File: src/rtl/aes_pkg.sv
// rtl/aes_pkg.sv - shared types and constants for the AES block packer
package aes_pkg;

  localparam int AES_BLOCK_BYTES = 16;
  localparam int AES_BLOCK_BITS  = 128;

  typedef logic [AES_BLOCK_BITS-1:0] block_t;

  typedef enum logic [2:0] {
    S_FILL,
    S_START,
    S_WAIT_BUSY,
    S_WAIT_DONE,
    S_DRAIN,
    S_ERROR
  } state_t;

  // Byte idx 0 maps to bits [127:120] (FIPS-197 byte order).
  function automatic logic [6:0] byte_msb(input logic [3:0] idx);
    return 7'd127 - {idx, 3'b000};
  endfunction

endpackage

File: src/rtl/flex_counter.sv
// rtl/flex_counter.sv - enable/clear counter that wraps to 0 after rollover_val
module flex_counter #(
  parameter int NUM_CNT_BITS = 4
) (
  input  logic                    clk,
  input  logic                    n_rst,
  input  logic                    clear,
  input  logic                    count_enable,
  input  logic [NUM_CNT_BITS-1:0] rollover_val,
  output logic [NUM_CNT_BITS-1:0] count_out,
  output logic                    rollover_flag
);

  logic [NUM_CNT_BITS-1:0] r_count;

  assign count_out     = r_count;
  assign rollover_flag = (r_count == rollover_val);

  always_ff @(posedge clk or negedge n_rst) begin
    if (!n_rst) begin
      r_count <= '0;
    end else if (clear) begin
      r_count <= '0;
    end else if (count_enable) begin
      if (rollover_flag) r_count <= '0;
      else               r_count <= r_count + 1'b1;
    end
  end

endmodule

File: src/rtl/aes_block_packer.sv
// rtl/aes_block_packer.sv - packs 16 SD bytes into an AES block, runs the core, streams ciphertext out
module aes_block_packer
  import aes_pkg::*;
#(
  parameter int NUM_BYTES    = 16,
  parameter int BUSY_TIMEOUT = 31
) (
  input  logic         clk,
  input  logic         n_rst,
  input  logic [7:0]   byte_in,
  input  logic         byte_in_valid,
  output logic         byte_in_ready,
  output logic         enable_encrypt,
  output logic [127:0] data_to_core,
  input  logic         enc_busy,
  input  logic [127:0] core_data_out,
  output logic [7:0]   byte_out,
  output logic         byte_out_valid,
  input  logic         byte_out_ready,
  output logic         packer_busy,
  output logic         timeout_err
);

  localparam int TW = $clog2(BUSY_TIMEOUT + 1);

  state_t         r_state;
  block_t         r_plain;
  block_t         r_cipher;
  logic [TW-1:0]  r_tcnt;
  logic           r_in_ready;
  logic           r_enable;
  logic           r_out_valid;
  logic           r_busy;
  logic           r_err;

  logic [3:0]     w_idx;
  logic           w_idx_last;
  logic           w_in_fire;
  logic           w_out_fire;
  logic [6:0]     w_msb;
  logic [TW-1:0]  w_tcnt_inc;
  logic           w_tcnt_hit;

  assign w_in_fire  = byte_in_valid && r_in_ready;
  assign w_out_fire = byte_out_ready && r_out_valid;
  assign w_msb      = byte_msb(w_idx);
  assign w_tcnt_inc = r_tcnt + TW'(1);
  assign w_tcnt_hit = (w_tcnt_inc == TW'(BUSY_TIMEOUT));

  // One index serves both the fill and drain phases; they never overlap.
  flex_counter #(.NUM_CNT_BITS(4)) u_idx (
    .clk           (clk),
    .n_rst         (n_rst),
    .clear         (1'b0),
    .count_enable  (w_in_fire || w_out_fire),
    .rollover_val  (4'(NUM_BYTES - 1)),
    .count_out     (w_idx),
    .rollover_flag (w_idx_last)
  );

  assign byte_in_ready  = r_in_ready;
  assign enable_encrypt = r_enable;
  assign data_to_core   = r_plain;
  assign byte_out       = r_cipher[w_msb -: 8];
  assign byte_out_valid = r_out_valid;
  assign packer_busy    = r_busy;
  assign timeout_err    = r_err;

  always_ff @(posedge clk or negedge n_rst) begin
    if (!n_rst) begin
      r_state     <= S_FILL;
      r_plain     <= '0;
      r_cipher    <= '0;
      r_tcnt      <= '0;
      r_in_ready  <= 1'b0;
      r_enable    <= 1'b0;
      r_out_valid <= 1'b0;
      r_busy      <= 1'b0;
      r_err       <= 1'b0;
    end else begin
      case (r_state)
        S_FILL: begin
          r_in_ready <= 1'b1;
          if (w_in_fire) begin
            r_plain[w_msb -: 8] <= byte_in;
            if (w_idx_last) begin
              r_state    <= S_START;
              r_in_ready <= 1'b0;
              r_enable   <= 1'b1;
              r_busy     <= 1'b1;
            end
          end
        end
        S_START: begin
          r_enable <= 1'b0;
          r_tcnt   <= '0;
          r_state  <= S_WAIT_BUSY;
        end
        S_WAIT_BUSY: begin
          if (enc_busy) begin
            r_tcnt  <= '0;
            r_state <= S_WAIT_DONE;
          end else if (w_tcnt_hit) begin
            r_tcnt  <= '0;
            r_err   <= 1'b1;
            r_state <= S_ERROR;
          end else begin
            r_tcnt <= w_tcnt_inc;
          end
        end
        S_WAIT_DONE: begin
          if (!enc_busy) begin
            r_cipher    <= core_data_out;
            r_out_valid <= 1'b1;
            r_tcnt      <= '0;
            r_state     <= S_DRAIN;
          end else if (w_tcnt_hit) begin
            r_tcnt  <= '0;
            r_err   <= 1'b1;
            r_state <= S_ERROR;
          end else begin
            r_tcnt <= w_tcnt_inc;
          end
        end
        S_DRAIN: begin
          if (w_out_fire && w_idx_last) begin
            r_out_valid <= 1'b0;
            r_in_ready  <= 1'b1;
            r_busy      <= 1'b0;
            r_state     <= S_FILL;
          end
        end
        S_ERROR: begin
          r_in_ready  <= 1'b0;
          r_out_valid <= 1'b0;
        end
        default: r_state <= S_FILL;
      endcase
    end
  end

endmodule

File: config.mk
export PLATFORM = sky130hd
export DESIGN_NAME = aes_block_packer
export DESIGN_NICKNAME = d
export VERILOG_FILES = /design/src/rtl/aes_pkg.sv /design/src/rtl/flex_counter.sv /design/src/rtl/aes_block_packer.sv
export SDC_FILE = /design/constraint.sdc
export NUM_CORES = 1
export LEC_CHECK = 0
export ABC_AREA = 1
export CORE_UTILIZATION = 35
export DETAILED_ROUTE_END_ITERATION = 8
export GPL_TIMING_DRIVEN = 0
export PLACE_DENSITY = 0.57
export SYNTH_ARGS = -nofsm -noshare
export SYNTH_HDL_FRONTEND = slang
export SYNTH_SLANG_ARGS = --single-unit
File: constraint.sdc
create_clock -name clk -period 2.8 [get_ports clk]
set_input_delay 0.84 -clock clk [delete_from_list [all_inputs] [get_ports clk]]
set_output_delay 0.84 -clock clk [all_outputs]
set_load 0.005 [all_outputs]
==> summary.txt, run 1 <==
Route
  – Total length of routed wires: 38800 um
  – Routed wire length per instance: roughly 17 um
  – Overall via count from detail_route: 10800
  – Antenna Nets Post-Route: 0
  – Initial DRC Count: 702
  – Detailed-route vias per instance: 4.80
  – DR pass1 iterations: 5
  – DRC viols: 0

Status
  – Status: finished, violations left
  – Violated checks: setup timing

Logic synthesis
  – Post-synth cell types: 35
  – EDFF count, synth: 0
  – YS warnings: 0
  – Top FF cell, synth: dfrtp_1
  – Synth Register Bits: 273
  – Share of the synthesized area in the top cell type: between 50% and 60%
  – Cell taking the most area after synthesis: dfrtp_1
  – Mean area per synthesized cell: 8.35 um2
  – Seq/Total Area, Yosys: 56.3%
  – Syn nets: 1604
  – Async S/R FF share, synth: 100%
  – Mapped cell area: roughly 12000 um2
  – Largest cells by area after synthesis: dfrtp_1, nand2_1, o21ai_0
  – Mapped Cells: approximately 1500

Timing
  – Hold_ws: 0.347 ns
  – RSZ-0062 raised after global routing: true
  – Clock Skews: 0.0245 ns
  – Final slew viol count: 0
  – Final Critical Period: 2.98 ns
  – Final setup viols: 8
  – Final Hold Fails: 0
  – Setup ws final: -0.180 ns
  – Tcrit/Tclk final: 106%
  – Tightest Pin Transition: 0.842 ns
  – Slew headroom: 43.8%
  – Achievable frequency: approximately 0.34 GHz

Place
  – Buffers on Ports: around 280
  – Placed Instance Area: about 16000 um2
  – Routability Congestion: 0.808
  – HPWL Detailed: 28600 um

Worst setup path
  – Critical Path AT: 2.14 ns
  – Critical R2R Launch: u_idx.count_out[1]
  – CP Launch Type: flip-flop
  – Flop2flop setup slack: between 0.3 and 0.4 ns
  – Crit path capture type: output port
  – Worst path required time: 1.96 ns
  – Crit path capture: byte_out[1]
  – R2R cell count: 9
  – Launch point of the worst path: u_idx.count_out[0]
  – CP Class: reg -> out
  – CP Max Fanout: 8
  – Reg2reg end: data_to_core[122]

Floorplan
  – Effective utilization at floorplan: 35.9%
  – DIE AREA: 35400 um2
  – Die Span X: 188 um
  – Die Y: around 190 um
  – Core area: 33900 um2
  – Rows: 67
  – IO Pins: ~280

Clocking
  – Clock Path Buffers: 3
  – Clock sinks: roughly 270
  – H-tree Lvls: 1
  – Clock latency at the later pin of the worst-skew pair: 0.57 ns
  – Total CTS buffers: 30
  – Clock-pin slew on the worst setup and hold paths: 0.06 ns
  – CTS tree: built
  – Clk root buf: clkbuf_16

Pwr
  – Max rail drop VDD: 0.000563 V
  – Power Total: between 15 and 20 mW
  – PwrDens: 1010 nW/um2
  – Static Leak: 8.21 nW

GRT
  – Most Crowded Layer GR: met2
  – Largest net degree at the start of global routing: around 110
  – GR Layer Usage met2: approximately 35%
  – GRT Util Overall: ~22%
  – Grt ovf: 0
  – Vias in the first global route: 10900
  – Initial antenna violation count: 0
  – First-pass GRT wire length: slightly above 60000 um
  – GR Util met1: 30.6%
  – M3 GR Usage: 2.81%

Cells and area
  – Area Overhead vs Synth: 42.3%
  – Design Area, Final: about 17000 um2
  – Antenna cell count: 0
  – Post-layout util: 51.0%
  – Layout cell share with drive strength beyond 1: a little over an eighth
  – Leading cell type in the layout, fill and taps excluded: nand2_1
  – Nets: 1935
  – Most frequent cells in the layout: nand2_1, dfrtp_1, clkdlybuf4s50_1

Hold path
  – Worst Hold Class: in -> async

Job
  – Maxcap violations: 0
-- worst min-delay path by stage --
stage / from / end / slack (ns) / depth (start not counted)
2_1_floorplan: r_cipher[104] / r_cipher[104] / 0.44 / 2
3_3_place_gp: r_cipher[48] / r_cipher[48] / 0.46 / 2
3_5_place_dp: r_cipher[8] / r_cipher[8] / 0.46 / 2
4_1_cts: n_rst / data_to_core[47] / 0.36 / 1
5_1_grt: n_rst / data_to_core[78] / 0.39 / 1
6_report: n_rst / data_to_core[15] / 0.35 / 1
-- synth_stat cells, types with 3 or more instances --
cell type / number
nor3_1: 12
a22oi_1: 3
buf_6: 8
buf_2: 32
o21ai_1: 45
o22ai_1: 3
ha_1: 8
a21oi_1: 22
nand2_4: 6
nor2_1: 135
o211ai_1: 15
inv_1: 61
buf_4: 11
o21ai_2: 14
clkbuf_1: 19
nor2_4: 3
dfrtp_1: 273
inv_2: 3
nand3_4: 5
nand3_1: 23
o21ai_0: 136
nand2_2: 3
nand2_1: 599
-- report_power, final --
part           internal (mW)  switching, mW  total, mW  leakage, nW
combinational           3.25           3.97       7.22         4.10
sequential              5.22          0.865       6.09         3.59
clock                   2.52           1.63       4.14        0.523
-- per-layer routing --
metal  vias to the layer above  wire (um)  share of wire, %
met1                      5127      17800                46
met5                         -          0                 0
met3                        69       1890               4.9
met2                       344      17800                46
li1                       5286          -                 -
met4                         0       1350               3.5
-- worst max-delay path: stages (launching register included) --
cell and delay (ns):
dfrtp_1 0.39, buf_6 0.15, buf_12 0.15, clkbuf_16 0.17, nor2_4 0.10, nor2_1 0.04, o21ai_1 0.11, o211ai_1 0.11
nand3_1 0.14, nand2_2 0.09, buf_2 0.13
-- stage by stage --
step	worst slack [ns]	setup TNS, ns	std cells
after floorplan	0.639	0	1455
after global placement	-11.11	-3029.66	2184
after detailed placement	-0.597	-4.28	2186
after CTS	-0.206	-1.35	2255
after global routing	-0.268	-1.97	2256
final	-0.180	-1.28	2256
-- state kept, by name (all words and copies together), names as in the netlist --
signal           cells
timeout_err          1
r_tcnt               5
byte_out_valid       1
byte_in_ready        1
u_idx.count_out      4
r_cipher           128
r_state              3
packer_busy          1
data_to_core       128
enable_encrypt       1
-- area by class of cell --
cell class	instances	area, um2
repair buffers	299	3070
multi-input cells	1043	4850
flip-flops and latches	273	6830
fillers	3269	16600
clock inverters	12	141
plain buffers	72	649
well taps	448	561
clock buffers	42	907
inverters	67	267
-- cells by family (layout without fill, tap and decap cells) --
logic type / after synthesis / count (layout) / share of synthesized area [%]
AOI/OAI and AO/OA: 240 / 240 / 10.8
xor gates and xnor gates: 2 / 2 / 0.144
DFF: 273 / 273 / 56.3
adders and majority gates: 8 / 8 / 0.824
and+or+nand+nor: 793 / 793 / 26.5
buffers and inverters: 139 / 492 / 5.52
-- what timing repair did --
| action | in CTS | in global routing |
|---|---|---|
| pin swaps | 21 | 18 |
| endpoints found under the setup margin | 9 | 16 |
| gates resized for setup | 182 | 38 |
| gates cloned | 5 | 0 |
| buffers inserted | 10 | 1 |
| hold buffers | 0 | 0 |
(Power assumes the default switching activity.)
==> run 2, diff against run 1 <==
==> constraint.sdc (replaced) <==
create_clock -name clk -period 3 [get_ports clk]
set_input_delay 0.9 -clock clk [delete_from_list [all_inputs] [get_ports clk]]
set_output_delay 0.9 -clock clk [all_outputs]
set_load 0.005 [all_outputs]
==> run 2 against run 1 <==
  * The run still ends with setup timing left
  * Via count is essentially flat
  * Critical path depth is the same
  * Sequential power shrank 6.7%
  * Critical path type unchanged
  * Largest cell class unchanged
  * Highest routed layer unchanged
==> summary.txt, run 2 (synthesis gave the netlist of run 1 again) <==
Cells and area
  – Antenna cell count: 0
  – Post-layout util: 51.0%
  – Leading cell type in the layout, fill and taps excluded: nand2_1
  – Design Area, Final: 17300 um2
  – Layout cell share with drive strength beyond 1: 13.4%
  – Fillers: 3270
  – Final Non-Filler Cells: ~2300
  – FF+latch area: 6830 um2
  – Most frequent cells in the layout: nand2_1, dfrtp_1, clkdlybuf4s50_1
  – Multi-input logic area: 4850 um2
  – Nets: between 1500 and 2000
  – Area Overhead vs Synth: 42.3%

Floorplan
  – IO Pins: around 280
  – Die Span X: ~190 um
  – Rows: 67
  – Effective utilization at floorplan: around 36%
  – DIE AREA: 35400 um2
  – Die Y: roughly 190 um
  – Core area: around 34000 um2

Route
  – Overall via count from detail_route: 10800
  – Routed wire length per instance: 17.2 um
  – DR pass1 iterations: 5
  – DRC viols: 0
  – Detailed-route vias per instance: 4.80
  – Total length of routed wires: between 30000 and 40000 um
  – Initial DRC Count: 702
  – Antenna Nets Post-Route: 0

Clocking
  – CTS tree: built
  – H-tree Lvls: 1
  – Clock sinks: 273
  – Total CTS buffers: 30
  – Clk root buf: clkbuf_16
  – Clock Path Buffers: 3
  – Hold_buf cts: 0
  – Clock latency at the later pin of the worst-skew pair: 0.56 ns
  – Clock-pin slew on the worst setup and hold paths: 0.06 ns

Timing
  – Final Critical Period: 3.04 ns
  – Tightest Pin Transition: 0.842 ns
  – Final Hold Fails: 0
  – Slew headroom: 43.9%
  – Final setup viols: 6
  – Setup ws final: -0.0396 ns
  – Final slew viol count: 0
  – Clock Skews: 0.0237 ns
  – Tcrit/Tclk final: 101%
  – RSZ-0062 raised after global routing: true
  – Achievable frequency: roughly 0.33 GHz

Worst setup path
  – Worst path required time: between 2 and 2.5 ns
  – Max incr delay on CP: 0.39 ns
  – CP Class: reg -> out
  – Crit-path leading delay family: buffers and inverters
  – Slowest-stage cell, CP: dfrtp_1
  – CP Launch Type: flip-flop
  – Buffers and inverters on the worst path: 4
  – Critical Path AT: 2.14 ns
  – CP Max Fanout: 8
  – Crit path capture type: output port
  – Flop2flop setup slack: 0.34 ns
  – CP Cell Sequence: buf_6 -> buf_12 -> clkbuf_16 -> nor2_4 -> nor2_1 -> o21ai_1 -> o211ai_1 -> nand3_1 -> nand2_2 -> buf_2

GRT
  – Largest net degree at the start of global routing: ~110
  – Vias in the first global route: 10900
  – Initial antenna violation count: 0
  – First-pass GRT wire length: 61000 um
  – GRT Util Overall: 22.0%
  – Grt ovf: 0

Hold path
  – Worst Hold Class: in -> async

Status
  – Violated checks: setup timing
  – Status: finished, violations left

Pwr
  – PwrDens: 942 nW/um2
  – Max rail drop VDD: between 0.0005 and 0.0006 V
  – Static Leak: 8.21 nW

Place
  – Routability Congestion: between 0.8 and 0.9
  – Worst slack at placement: -0.457 ns
  – Placed cell count: between 2000 and 2500
  – Buffers on Ports: roughly 280
  – Placed Instance Area: approximately 16000 um2
  – HPWL Detailed: 28600 um

Job
  – Maxcap violations: 0
run 2: cell types whose count changed in the layout (fill, tap and decap cells not counted), sizes merged:
cell	delta
clkbuf	-1
buf	+1
run 2: cell type report:
type | instances | area share [%]
sequential | 273 | 39.5
multi-input combinational | 1043 | 28.1
timing repair buffer | 299 | 17.8
clock buffer | 42 | 5.25
buffer | 72 | 3.75
tap | 448 | 3.24
inverter | 67 | 1.54
clock inverter | 12 | 0.818
run 2: per-layer routing:
layer,track usage (%),vias to the layer above,part of all wire [%]
li1,-,5286,-
met1,30.6,5129,46
met2,35.5,344,46
met3,2.81,69,4.9
met4,7.29,0,3.5
met5,0,-,0
run 2: worst paths after layout:
check	cells past startpoint	startpoint	endpoint
setup / recovery	10	u_idx.count_out[0]	byte_out[1]
hold / removal	1	n_rst	data_to_core[15]
setup reg to reg	9	u_idx.count_out[1]	data_to_core[122]
hold reg to reg	2	data_to_core[6]	data_to_core[6]
max in group asynchronous	3	n_rst	r_cipher[54]
min in group clk	2	data_to_core[6]	data_to_core[6]
run 2: metrics by stage:
stage                     hold WS (ns)  total power, mW  setup TNS (ns)
final                            0.408             16.3          -0.160
after global routing             0.454             17.3          -0.850
after CTS                        0.425             16.1          -0.231
after global placement           0.457             11.3        -2990.32
after detailed placement         0.460             11.4           -3.16
after floorplan                  0.444             8.67               0
run 2: repair_timing:
action                     CTS  global route
cloned                       5             0
setup endpoints to repair    8             8
resized for setup          182            37
buffers inserted            10             1
pin swaps                   21            18
run 2: power by group:
group / switching, mW / internal (mW) / leakage [nW]
sequential: 0.807 / 4.87 / 3.59
clock: 1.52 / 2.35 / 0.523
combinational: 3.70 / 3.03 / 4.09
==> run 3, diff against run 2 <==
--- a/config.mk
+++ b/config.mk
@@ -6,10 +6,12 @@
 export NUM_CORES = 1
 export LEC_CHECK = 0
 export ABC_AREA = 1
+export CELL_PAD_IN_SITES_DETAIL_PLACEMENT = 1
+export CELL_PAD_IN_SITES_GLOBAL_PLACEMENT = 1
 export CORE_UTILIZATION = 35
 export DETAILED_ROUTE_END_ITERATION = 8
 export GPL_TIMING_DRIVEN = 0
-export PLACE_DENSITY = 0.57
+export PLACE_DENSITY = 0.75
 export SYNTH_ARGS = -nofsm -noshare
 export SYNTH_HDL_FRONTEND = slang
 export SYNTH_SLANG_ARGS = --single-unit
==> constraint.sdc (replaced) <==
create_clock -name clk -period 3 [get_ports clk]
set_input_delay 0.9 -clock clk [delete_from_list [all_inputs] [get_ports clk]]
set_output_delay 0.9 -clock clk [all_outputs]
set_load 0.05 [all_outputs]
==> run 3 against run 2 <==
  * Power increased by 10%
  * Final cell count decreased by 0.22%
  * Sequential share of layout area up 0.43 points
  * Clock power is essentially flat
  * Largest power group unchanged
  * Count of clock-buffer cells in the layout rose by 2
  * Core utilization down 0.55 points
  * First-iteration DRC count fell by 26%
  * Via count rose by 2.5%
  * The run still ends with setup timing left
  * Critical path depth down 1
  * Worst hold slack lost 0.031 ns
==> summary.txt, run 3 (synthesis gave the netlist of run 1 again) <==
Status
  – Status: finished, violations left
  – Violated checks: setup timing

Cells and area
  – Most frequent cells in the layout: nand2_1, dfrtp_1, clkdlybuf4s50_1
  – Leading cell type in the layout, fill and taps excluded: nand2_1
  – Design Area, Final: 17100 um2
  – Nets: 1928
  – Post-layout util: 50.5%
  – Area Overhead vs Synth: 40.7%
  – Fillers: 3981
  – Layout cell share with drive strength beyond 1: 11.8%
  – Antenna cell count: 0

Job
  – Maxcap violations: 0

Route
  – DRC viols: 0
  – Antenna Nets Post-Route: 0
  – Initial DRC Count: 521
  – Detailed-route vias per instance: just under 5
  – Overall via count from detail_route: 11100
  – Total length of routed wires: 42300 um
  – Routed wire length per instance: 18.8 um
  – DR pass1 iterations: 5

Floorplan
  – Die Y: 188 um
  – Core area: 33900 um2
  – Effective utilization at floorplan: 35.9%
  – Rows: 67
  – IO Pins: between 200 and 300
  – DIE AREA: 35400 um2
  – Die Span X: between 150 and 200 um

Timing
  – Final setup TNS: -0.658 ns
  – Tightest Pin Transition: between 0.8 and 0.9 ns
  – Tcrit/Tclk final: 104%
  – Slew headroom: 44.3%
  – Hold_ws: 0.377 ns
  – Setup ws final: -0.116 ns
  – Achievable frequency: 0.321 GHz
  – RSZ-0062 raised after global routing: true
  – Final setup viols: 8
  – Final Hold Fails: 0
  – Final Critical Period: 3.12 ns
  – Final slew viol count: 0
  – Clock Skews: 0.0122 ns

Place
  – HPWL Detailed: approximately 31000 um
  – Buffers on Ports: 281
  – Worst slack at placement: -0.869 ns
  – Routability Congestion: 0.803
  – Placed Instance Area: 15600 um2

Worst setup path
  – CP Launch Type: flip-flop
  – Reg2reg end: data_to_core[126]
  – CP Max Fanout: 8
  – Worst path required time: 2.10 ns
  – CP Class: reg -> out
  – Crit path capture type: output port
  – Critical R2R Launch: u_idx.count_out[1]
  – R2R cell count: 10
  – Flop2flop setup slack: 0.35 ns
  – Critical Path AT: 2.22 ns

Pwr
  – Static Leak: 8.14 nW
  – Max rail drop VDD: roughly 0.00097 V
  – PwrDens: 1050 nW/um2

Clocking
  – Hold_buf cts: 0
  – Clock Path Buffers: 3
  – CTS tree: built
  – Clock-pin slew on the worst setup and hold paths: 0.07 ns
  – Clk root buf: clkbuf_16
  – Clock latency at the later pin of the worst-skew pair: around 0.56 ns
  – Clock sinks: approximately 270
  – Total CTS buffers: 30
  – H-tree Lvls: 1

GRT
  – Initial antenna violation count: 0
  – Grt ovf: 0
  – Largest net degree at the start of global routing: between 100 and 150
  – First-pass GRT wire length: 66600 um
  – Vias in the first global route: 11800
  – GRT Util Overall: 24.0%

Hold path
  – Worst Hold Class: in -> async
## run 3: changes by cell type in the layout (fill, tap and decap cells not counted), sizes merged
cell,previous run,this run
bufbuf,0,1
buf,78,76
inv,66,65
clkbuf,63,59
clkinv,9,10
## run 3: layout make-up
| type | count | area (um2) | share of cell area [%] |
|---|---|---|---|
| clock inverters | 12 | 141 | 0.827 |
| plain buffers | 72 | 614 | 3.59 |
| clock buffers | 44 | 905 | 5.29 |
| well taps | 448 | 561 | 3.28 |
| repair buffers | 292 | 3020 | 17.6 |
| inverters | 67 | 272 | 1.59 |
| flip-flops and latches | 273 | 6830 | 40.0 |
| multi-input cells | 1043 | 4750 | 27.8 |
## run 3: per-layer routing
metal  share of wire [%]  global-route usage (%)  vias up
li1                    -                       -     5254
met1                  44                    32.2     5454
met2                  48                    40.5      319
met3                 4.5                    2.92       75
met4                 2.9                    7.07        0
met5                   0                       0        -
## run 3: critical path: stages (launching register included)
cell,delay (ns)
dfrtp_1,0.38
buf_8,0.18
clkinv_8,0.10
buf_12,0.15
clkbuf_16,0.15
o21ai_2,0.11
o211ai_1,0.15
nand3_1,0.17
nand2_2,0.10
buf_8,0.16
## run 3: where the power goes
part | internal [mW] | switching [mW] | total, mW
Sequential | 4.87 | 0.790 | 5.66
Combinational | 2.97 | 5.47 | 8.44
Clock | 2.34 | 1.54 | 3.88
Total | 10.2 | 7.80 | 18.0
## run 3: how the worst max path moves through the flow
| stage | cells after the start | slack (ns) | end | startpoint |
|---|---|---|---|---|
| floorplan | 8 | 0.50 | byte_out[0] | u_idx.count_out[0] |
| global placement | 1 | -10.90 | r_cipher[84] | n_rst |
| detailed placement | 8 | -0.87 | byte_out[5] | u_idx.count_out[0] |
| CTS | 9 | -0.12 | byte_out[5] | u_idx.count_out[0] |
| global route | 11 | -0.18 | byte_out[5] | u_idx.count_out[0] |
| finish | 9 | -0.12 | byte_out[4] | u_idx.count_out[0] |
## run 3: timing repair
action	CTS	global route
setup buffers	4	3
setup endpoints to repair	8	8
resized for setup	152	52
gates cloned	1	1
pin swaps	9	11
## run 3: metrics by stage
stage / power [mW] / std cells
floorplan: 10.3 / 1455
global placement: 13.0 / 2184
detailed placement: 13.2 / 2186
CTS: 17.8 / 2247
global route: 19.0 / 2251
finish: 18.0 / 2251
